$ cat config.mk
export PLATFORM = sky130hd
export DESIGN_NAME = tt4_sweep
export DESIGN_NICKNAME = d
export VERILOG_FILES = /design/src/rtl/tt4_sweep.sv
export SDC_FILE = /design/constraint.sdc
export NUM_CORES = 1
export LEC_CHECK = 0
export BUFFER_PORTS_ARGS = -buffer_cell sky130_fd_sc_hd__buf_2
export CAP_MARGIN = 30
export CORE_MARGIN = 2
export CORE_UTILIZATION = 46
export DETAILED_ROUTE_END_ITERATION = 6
export PLACE_DENSITY_LB_ADDON = 0.2
export SKIP_CTS_REPAIR_TIMING = 1
export SLEW_MARGIN = 5
export SYNTH_ARGS = -nofsm -noshare
export SYNTH_HDL_FRONTEND = slang
export SYNTH_SLANG_ARGS = --single-unit
$ cat constraint.sdc
create_clock -name clk -period 1.8 [get_ports clk]
set_input_delay 0.27 -clock clk [delete_from_list [all_inputs] [get_ports clk]]
set_output_delay 0.27 -clock clk [all_outputs]
set_load 0.02 [all_outputs]
$ cat src/rtl/tt4_sweep.sv
`default_nettype none
// +----------------------------------------------------------------------------+
// | tt4_sweep : drives all 16 {a,b,c,d} vectors, checks e_in vs EXPECT.          |
// | Rev 1.0   : optional observed-truth-table capture via TT4_SWEEP_CAPTURE_EN.  |
// +----------------------------------------------------------------------------+
module tt4_sweep #(
  parameter int          HOLD_CYCLES = 20,
  parameter logic [15:0] EXPECT      = 16'h0000
) (
  input  logic        clk,
  input  logic        rst_n,
  input  logic        start,
  input  logic        e_in,
  output logic        a,
  output logic        b,
  output logic        c,
  output logic        d,
  output logic        busy,
  output logic        sample_strobe,
  output logic        done,
  output logic        pass,
  output logic [4:0]  err_count,
  output logic [3:0]  first_err_idx,
  output logic [15:0] obs_tt
);

  typedef enum logic [1:0] {
    ST_IDLE  = 2'd0,
    ST_DRIVE = 2'd1,
    ST_DONE  = 2'd2
  } state_t;

  localparam logic [7:0] HOLD_LAST = 8'(HOLD_CYCLES - 1);

  state_t      state_q, state_d;
  logic [3:0]  idx_q, idx_d;
  logic [7:0]  hold_q, hold_d;
  logic [4:0]  err_q, err_d;
  logic [3:0]  ferr_q, ferr_d;
  logic        w_launch;
  logic        w_strobe;
  logic        w_mismatch;

  assign w_launch   = (state_q != ST_DRIVE) && start;
  assign w_strobe   = (state_q == ST_DRIVE) && (hold_q == HOLD_LAST);
  assign w_mismatch = (e_in != EXPECT[idx_q]);

  always_comb begin
    state_d = state_q;
    idx_d   = idx_q;
    hold_d  = hold_q;
    err_d   = err_q;
    ferr_d  = ferr_q;
    case (state_q)
      ST_IDLE, ST_DONE: begin
        if (start) begin
          state_d = ST_DRIVE;
          idx_d   = 4'd0;
          hold_d  = 8'd0;
          err_d   = 5'd0;
          ferr_d  = 4'd0;
        end
      end
      ST_DRIVE: begin
        hold_d = hold_q + 8'd1;
        if (w_strobe) begin
          if (w_mismatch) begin
            err_d = err_q + 5'd1;
            if (err_q == 5'd0) begin
              ferr_d = idx_q;
            end
          end
          // The last vector stays on the pins once the sweep completes.
          if (idx_q == 4'hF) begin
            state_d = ST_DONE;
          end else begin
            idx_d  = idx_q + 4'd1;
            hold_d = 8'd0;
          end
        end
      end
      default: state_d = ST_IDLE;
    endcase
  end

  always_ff @(posedge clk) begin
    if (!rst_n) begin
      state_q <= ST_IDLE;
      idx_q   <= 4'd0;
      hold_q  <= 8'd0;
      err_q   <= 5'd0;
      ferr_q  <= 4'd0;
    end else begin
      state_q <= state_d;
      idx_q   <= idx_d;
      hold_q  <= hold_d;
      err_q   <= err_d;
      ferr_q  <= ferr_d;
    end
  end

`ifdef TT4_SWEEP_CAPTURE_EN
  logic [15:0] obs_q, obs_d;

  always_comb begin
    obs_d = obs_q;
    if (w_launch) begin
      obs_d = 16'h0000;
    end else if (w_strobe) begin
      obs_d[idx_q] = e_in;
    end
  end

  always_ff @(posedge clk) begin
    if (!rst_n) begin
      obs_q <= 16'h0000;
    end else begin
      obs_q <= obs_d;
    end
  end

  assign obs_tt = obs_q;
`else
  assign obs_tt = 16'h0000;
`endif

  assign {a, b, c, d}   = idx_q;
  assign busy           = (state_q == ST_DRIVE);
  assign done           = (state_q == ST_DONE);
  assign sample_strobe  = w_strobe;
  assign pass           = done && (err_q == 5'd0);
  assign err_count      = err_q;
  assign first_err_idx  = ferr_q;

endmodule
`default_nettype wire
==> results of run 1 <==
## synthesized netlist by cell type, types with 3 or more instances
master	number
a21boi_0	4
a21boi_1	4
a21oi_1	9
buf_2	3
buf_4	16
clkbuf_1	5
dfxtp_1	23
ha_1	5
inv_1	5
mux2i_1	5
nand2_1	9
nand2b_1	3
nand3_1	11
nor2_1	8
nor2b_1	4
o21ai_0	7
o31ai_1	5
or3_1	3
or4_1	6
xnor2_1	4
## cells by family after synthesis
| logic type | count (synthesis) |
|---|---|
| AND/OR/NAND/NOR | 52 |
| multiplexers | 5 |
| XOR/XNOR | 4 |
| AO/OA/AOI/OAI | 36 |
| other | 1 |
| buffers and inverters | 29 |
| flip-flops | 23 |
| adder cells (fa/ha/maj) | 5 |
## metal layers
layer,global-route usage,part of all wire,vias up
li1,-,-,581
met1,0.208,0.44,537
met4,0.0764,0.0058,0
met3,0.0295,0.055,2
met2,0.278,0.50,33
met5,0,0,-
## power breakdown
part | internal [uW] | switching (uW) | leakage (uW)
sequential | 518 | 6.54 | 0.000187
combinational | 60.3 | 116 | 0.000432
clock | 86.5 | 158 | 0.0000150
## cell type report
type	instances	share of cell area
clock buffer	4	0.0168
inverter	5	0.0120
multi-input combinational	118	0.500
sequential	23	0.295
tap	31	0.0247
timing repair buffer	38	0.152
## critical path, stage by stage (launching register included)
cell	delay, ns
dfxtp_2	0.38
ha_4	0.13
nor4b_4	0.23
buf_4	0.19
nand3_2	0.10
nor2_1	0.12
buf_4	0.15
## final timing paths
| path | end | slack (ns) | cells after the start |
|---|---|---|---|
| min reg2reg | first_err_idx[3] | 0.46 | 2 |
| min | state_q[1] | 0.25 | 3 |
| max reg2reg | err_count[0] | -0.04 | 6 |
| max | sample_strobe | -0.08 | 6 |
## state kept, by name (all words and copies together), names as in the netlist
register / flops
hold_q: 8
first_err_idx: 4
state_q: 2
idx_q: 4
err_count: 5
## through the flow
step,power [uW],instance area (um^2),instances
2_1_floorplan,677,1380,170
3_3_place_gp,693,1460,210
3_5_place_dp,695,1460,210
4_1_cts,943,1490,214
5_1_grt,989,1570,219
6_report,946,1570,219
==> impl_metrics.tcl, run 1 <==
set metrics [dict create \
    status "finished with violations" \
    violations "setup timing" \
    synth_xor_area_frac 0.0265 \
    core_area_um2 2730 \
    initial_utilization 0.483 \
    reg2reg_from "hold_q[0]" \
    ys_ff_latch 23 \
    hold-worst-slack_ns 0.247 \
    yosys_warnings 0 \
    setup_violations 2 \
    routedWlPerCell_um 12.6 \
    cts_tree "yes" \
    grtUsageTotal 0.166 \
    startpoint "hold_q[0]" \
    hold_path_class "input pin to flop" \
    cts-htree-levels 1 \
    ys_types 34 \
    grt_pass1_vias 1037 \
    synth_seq_area_share 0.349 \
    overflow 0 \
    tns_ns -0.120 \
    clkSlewWorstSetupHoldPaths_ns 0.13 \
    cts-root-buf "clkbuf_4" \
    io-pin-count 37 \
    cts_sinks 23 \
    clockBufferDepth 2 \
    endpoint_kind "output port" \
    nFillCells 264 \
    utilization 0.573 \
    numCtsBuffers 3 \
    clock_skew_ns 0.00648 \
    slew_violations 0 \
    grt_max_degree 21 \
    portBuffers 20 \
    layout.nets 198 \
    p_leak_uw 0.000634 \
    worstSetupPathType "flop to output port" \
    regArea_um2 463 \
    drive_gt1_frac 0.261 \
    synth_top_area_share 0.349 \
    postRouteAntennaNets 0 \
    row_count 19 \
    maxCapViolCount 0 \
    die_h_um 57.6 \
    cp-start-kind "flop" \
    rsz0062_at_grt "yes" \
    holdCritStartpoint "start" \
    multiInputGateArea_um2 783 \
    synthMuxAreaShare 0.0379 \
    final-hold-violation-count 0 \
    synth_fa_ha_area_frac 0.0474 \
    setup_ws_ns -0.0845 \
    synth_area_leader_cell "dfxtp_1" \
    drtIter0Drc 24 \
    async_flop_share 0 \
    clk_latency_ns 0.31 \
    arrival_ns 1.61 \
    min_period_ns 1.88 \
    cp.required_ns 1.53 \
    crit_fanout 3 \
    synth_area_leaders "dfxtp_1, buf_4, ha_1, nand3_1, mux2i_1" \
    postSynthCellCount 155 \
    peakVddDrop_uv 378 \
    fmax_mhz 531 \
    route.detailed.drc 0 \
    fp.dieW_um 57.6 \
    synth-edff-count 0 \
    syn_to_final_growth_pct 18.8 \
    relSlewSlack 0.502 \
    tightest_slew_ns 0.744 \
    wl_um 2760 \
    synth_top_family_by_area "simple AND/OR/NAND/NOR gates" \
    vias 1153 \
    pre_cts_ws_ns 0.00936 \
    post-route-period-util 1.05 \
    syn_area_um2 1320 \
    p_per_area_nw_per_um2 603 \
    diodes 0 \
    vias_per_cell 5.26 \
    final_common_cell "dfxtp_1" \
    synth-simple-area-share 0.228 \
    die_area_um2 3310 \
    grt_pass1_wl_um 4360 \
    mostFrequentLayoutCells "dfxtp_1, buf_2, buf_4, conb_1, nand3_1" \
    gp_congestion 0.812 \
    antenna_found_initial 0 \
    syn_avg_cell_area_um2 8.52 \
    synthFlopType "dfxtp_1" \
    firstDrtPassIters 4 \
    dp.final_hpwl_um 1970 \
    synth-compound-area-share 0.177 \
]
Note: power is estimated with default switching activity, not from simulation.
==> run 2, diff against run 1 <==
--- a/config.mk
+++ b/config.mk
@@ -11,6 +11,7 @@
 export CORE_UTILIZATION = 46
 export DETAILED_ROUTE_END_ITERATION = 6
 export PLACE_DENSITY_LB_ADDON = 0.2
+export SETUP_SLACK_MARGIN = 0.3
 export SKIP_CTS_REPAIR_TIMING = 1
 export SLEW_MARGIN = 5
 export SYNTH_ARGS = -nofsm -noshare
==> impl_metrics.tcl, run 2 (synthesized netlist as in run 1, its figures left out) <==
set metrics [dict create \
    cts_sinks 23 \
    grtUsageTotal 0.163 \
    hold_path_class "input pin to flop" \
    grt_pass1_wl_um 4290 \
    placed_area_um2 1450 \
    vias 1155 \
    postRouteAntennaNets 0 \
    mostFrequentLayoutCells "buf_2, conb_1, dfxtp_1, buf_4, nand3_1" \
    slew_violations 0 \
    cts-htree-levels 1 \
    die_h_um 57.6 \
    initial_utilization 0.483 \
    post-route-period-util 1.03 \
    worstSetupPathType "flop to output port" \
    drive_gt1_frac 0.357 \
    gp_congestion 0.786 \
    clk_latency_ns 0.32 \
    clockBufferDepth 2 \
    largest_reg_flops 8 \
    antenna_found_initial 0 \
    switching_share 0.310 \
    syn_to_final_growth_pct 26.4 \
    whs_path_depth 3 \
    pwr-share-comb 0.201 \
    relSlewSlack 0.650 \
    row_count 19 \
    worst-r2r-setup-slack_ns -0.02 \
    p_sw_uw 299 \
    layout.nets 195 \
    power_frac_clock 0.255 \
    intPower_uw 666 \
    setup_ws_ns -0.0562 \
    vias_per_cell 5.35 \
    wl_um 2830 \
    arrival_ns 1.59 \
    route.detailed.drc 0 \
    core_area_um2 2730 \
    cp.required_ns 1.53 \
    dp.final_hpwl_um 1930 \
    fmax_mhz 539 \
    portBuffers 20 \
    tightest_slew_ns 0.525 \
    reg2reg_from "hold_q[0]" \
    numCtsBuffers 3 \
    hold-worst-slack_ns 0.236 \
    cts-root-buf "clkbuf_4" \
    firstDrtPassIters 4 \
    min_period_ns 1.86 \
    p_seq_frac 0.545 \
    final_common_cell "buf_2" \
    routedWlPerCell_um 13.1 \
    tns_ns -0.0856 \
    cp-start-kind "flop" \
    final_cell_area_um2 1670 \
    rsz0062_at_grt "yes" \
    die_area_um2 3310 \
    r2r_cells 6 \
    grt_pass1_vias 998 \
    io-pin-count 37 \
    timing.rr.end "err_count[2]" \
    cts_tree "yes" \
    p_per_area_nw_per_um2 579 \
    grt_max_degree 21 \
    regMostFlops "hold_q" \
    maxCapViolCount 0 \
    setup_violations 3 \
    drtIter0Drc 68 \
    clock_skew_ns 0.00486 \
    crit_fanout 3 \
    overflow 0 \
    diodes 0 \
    violations "setup timing" \
    p_leak_uw 0.000645 \
    status "finished with violations" \
    worstHoldEndpoint "state_q[1]" \
    endpoint_kind "output port" \
    clkSlewWorstSetupHoldPaths_ns 0.13 \
    final-hold-violation-count 0 \
    peakVddDrop_uv 481 \
    fp.dieW_um 57.6 \
    pre_cts_ws_ns 0.0637 \
    holdCritStartpoint "start" \
]
[run 2: worst max-delay path by stage]
| stage | from | end | depth (start not counted) |
|---|---|---|---|
| floorplan | hold_q[1] | idx_q[2] | 5 |
| global placement | hold_q[1] | err_count[2] | 6 |
| detailed placement | hold_q[1] | err_count[2] | 6 |
| CTS | hold_q[1] | sample_strobe | 6 |
| global route | hold_q[1] | sample_strobe | 6 |
| finish | hold_q[0] | sample_strobe | 6 |
[run 2: worst max-delay path, stage by stage (launching register included)]
cell and delay, ns:
dfxtp_4 0.39, ha_4 0.14, nor4b_4 0.21, buf_4 0.19, nand3_4 0.08, nor2_4 0.13
buf_6 0.12
[run 2: per-stage QoR]
step            util  cells  total power (uW)
3_5_place_dp   0.529    202               691
6_report       0.610    216               965
5_1_grt        0.610    216              1010
3_3_place_gp   0.529    202               688
2_1_floorplan      -    170               683
4_1_cts        0.539    206               943
[run 2: power by group through the flow]
stage               sequential (uW)  combinational, uW  clock (uW)
global placement                540                148           0
detailed placement              541                151           0
floorplan                       544                139           0
global route                    528                210         271
CTS                             530                151         262
finish                          526                194         246
[run 2: routing by layer]
layer  GRT usage  part of all wire  vias up
met1       0.209              0.45      541
met2       0.276              0.50       31
li1            -                 -      578
met3      0.0227             0.039        5
met4      0.0598             0.014        0
met5           0                 0        -
[run 2: layout make-up]
cell class	count	area, um^2
Inverter	5	21.3
Tap cell	31	38.8
Sequential cell	23	482
Fill cell	235	1070
Multi-Input combinational cell	118	866
Clock buffer	3	22.5
Timing Repair Buffer	35	233
Clock inverter	1	5.00
==> run 3, diff against run 2 <==
--- a/config.mk
+++ b/config.mk
@@ -10,10 +10,11 @@
 export CORE_MARGIN = 2
 export CORE_UTILIZATION = 46
 export DETAILED_ROUTE_END_ITERATION = 6
+export HOLD_SLACK_MARGIN = 0.1
 export PLACE_DENSITY_LB_ADDON = 0.2
 export SETUP_SLACK_MARGIN = 0.3
 export SKIP_CTS_REPAIR_TIMING = 1
-export SLEW_MARGIN = 5
+export SLEW_MARGIN = 20
 export SYNTH_ARGS = -nofsm -noshare
 export SYNTH_HDL_FRONTEND = slang
 export SYNTH_SLANG_ARGS = --single-unit
==> constraint.sdc (replaced) <==
create_clock -name clk -period 1.8 [get_ports clk]
set_input_delay 0.18 -clock clk [delete_from_list [all_inputs] [get_ports clk]]
set_output_delay 0.18 -clock clk [all_outputs]
set_load 0.02 [all_outputs]
==> impl_metrics.tcl, run 3 (synthesized netlist as in run 1, its figures left out) <==
set metrics [dict create \
    power_uw 939 \
    antenna_found_initial 0 \
    numCtsBuffers 3 \
    gp_congestion 0.782 \
    slew_violations 0 \
    p_leak_uw 0.000625 \
    layout.nets 193 \
    p_per_area_nw_per_um2 592 \
    utilization 0.581 \
    vias 1153 \
    cp-start-kind "flop" \
    nFillCells 248 \
    clock_skew_ns 0.0108 \
    cts-root-buf "clkbuf_4" \
    core_area_um2 2730 \
    grt_max_degree 21 \
    wl_um 2780 \
    relSlewSlack 0.541 \
    crit_fanout 6 \
    endpoint_kind "flop" \
    die_h_um 57.6 \
    critical_path_buf_inv_count 2 \
    min_period_ns 1.80 \
    vias_per_cell 5.39 \
    postRouteAntennaNets 0 \
    post-route-period-util 1.00 \
    status "finished with violations" \
    initial_utilization 0.483 \
    hold_path_class "input pin to flop" \
    dp.final_hpwl_um 1950 \
    mostFrequentLayoutCells "buf_2, conb_1, dfxtp_1, nand3_1, buf_4" \
    grt_pass1_wl_um 4290 \
    largest_reg_flops 8 \
    grtUsageTotal 0.164 \
    cts_tree "yes" \
    setup_ws_ns -0.000169 \
    regMostFlops "hold_q" \
    tightest_slew_ns 0.688 \
    overflow 0 \
    diodes 0 \
    die_area_um2 3310 \
    placed_cells 202 \
    route.detailed.drc 0 \
    maxCapViolCount 0 \
    grt_pass1_vias 1005 \
    fmax_mhz 556 \
    crit_path_max_incr_delay_ns 0.52 \
    io-pin-count 37 \
    clk_latency_ns 0.31 \
    violations "setup timing" \
    final_common_cell "buf_2" \
    routedWlPerCell_um 13.0 \
    drive_gt1_frac 0.295 \
    worstSetupPathType "flop to flop" \
    clkSlewWorstSetupHoldPaths_ns 0.12 \
    clockBufferDepth 2 \
    row_count 19 \
    cp_slowest_cell "or4_1" \
    fp.dieW_um 57.6 \
    setup_violations 1 \
    cp.required_ns 2.04 \
    final_cells 214 \
    peakVddDrop_uv 489 \
    arrival_ns 2.04 \
    final-hold-violation-count 0 \
    rsz0062_at_grt "yes" \
    cp_cell_sequence "ha_4 -> nor4b_4 -> buf_4 -> buf_12 -> a31oi_4 -> or4_1 -> a21oi_1" \
    cts_sinks 23 \
    crit_family "simple AND/OR/NAND/NOR gates" \
    firstDrtPassIters 4 \
    drtIter0Drc 43 \
    syn_to_final_growth_pct 20.3 \
    portBuffers 20 \
    cts-htree-levels 1 \
]
## run 3: changes by cell type in the layout (fill, tap and decap cells not counted), sizes merged
cell	before	now
clkinv	1	0
buf	35	33
clkbuf	3	4
## run 3: layout make-up
type / instances / area [um^2] / area share
multi-input cells: 118 / 803 / 0.506
flip-flops and latches: 23 / 477 / 0.300
repair buffers: 33 / 224 / 0.141
well taps: 31 / 38.8 / 0.0244
clock buffers: 4 / 26.3 / 0.0165
inverters: 5 / 18.8 / 0.0118
## run 3: power by group
group | switching, uW | internal (uW)
combinational | 116 | 57.0
clock | 153 | 86.4
sequential | 9.67 | 517
## run 3: worst paths after layout
path              cells past startpoint        startpoint  slack [ns]                to
hold reg to reg                       2  first_err_idx[3]        0.47  first_err_idx[3]
setup / recovery                      7         hold_q[1]     -0.0002      err_count[2]
hold / removal                        3             start        0.17        state_q[1]
setup reg to reg                      7         hold_q[1]     -0.0002      err_count[2]
## run 3: routing by layer
| layer | routed length (um) | up-vias | GRT usage |
|---|---|---|---|
| li1 | - | 574 | - |
| met1 | 1200 | 534 | 0.210 |
| met2 | 1370 | 41 | 0.274 |
| met3 | 175 | 4 | 0.0204 |
| met4 | 25 | 0 | 0.0731 |
| met5 | 0 | - | 0 |
## run 3: metrics by stage
stage / worst slack, ns / instance area (um^2) / hold WS [ns] / setup TNS, ns
floorplan: 0.156 / 1420 / 0.356 / 0
CTS: -0.0465 / 1470 / 0.149 / -0.0465
detailed placement: 0.0802 / 1440 / 0.452 / 0
finish: -0.000169 / 1590 / 0.169 / -0.000169
global route: -0.0992 / 1590 / 0.162 / -0.452
global placement: 0.111 / 1440 / 0.441 / 0
## run 3: worst register-to-register path, stage by stage (launching register included)
cell	delay (ns)
dfxtp_4	0.39
ha_4	0.13
nor4b_4	0.20
buf_4	0.17
buf_12	0.10
a31oi_4	0.11
or4_1	0.52
a21oi_1	0.13
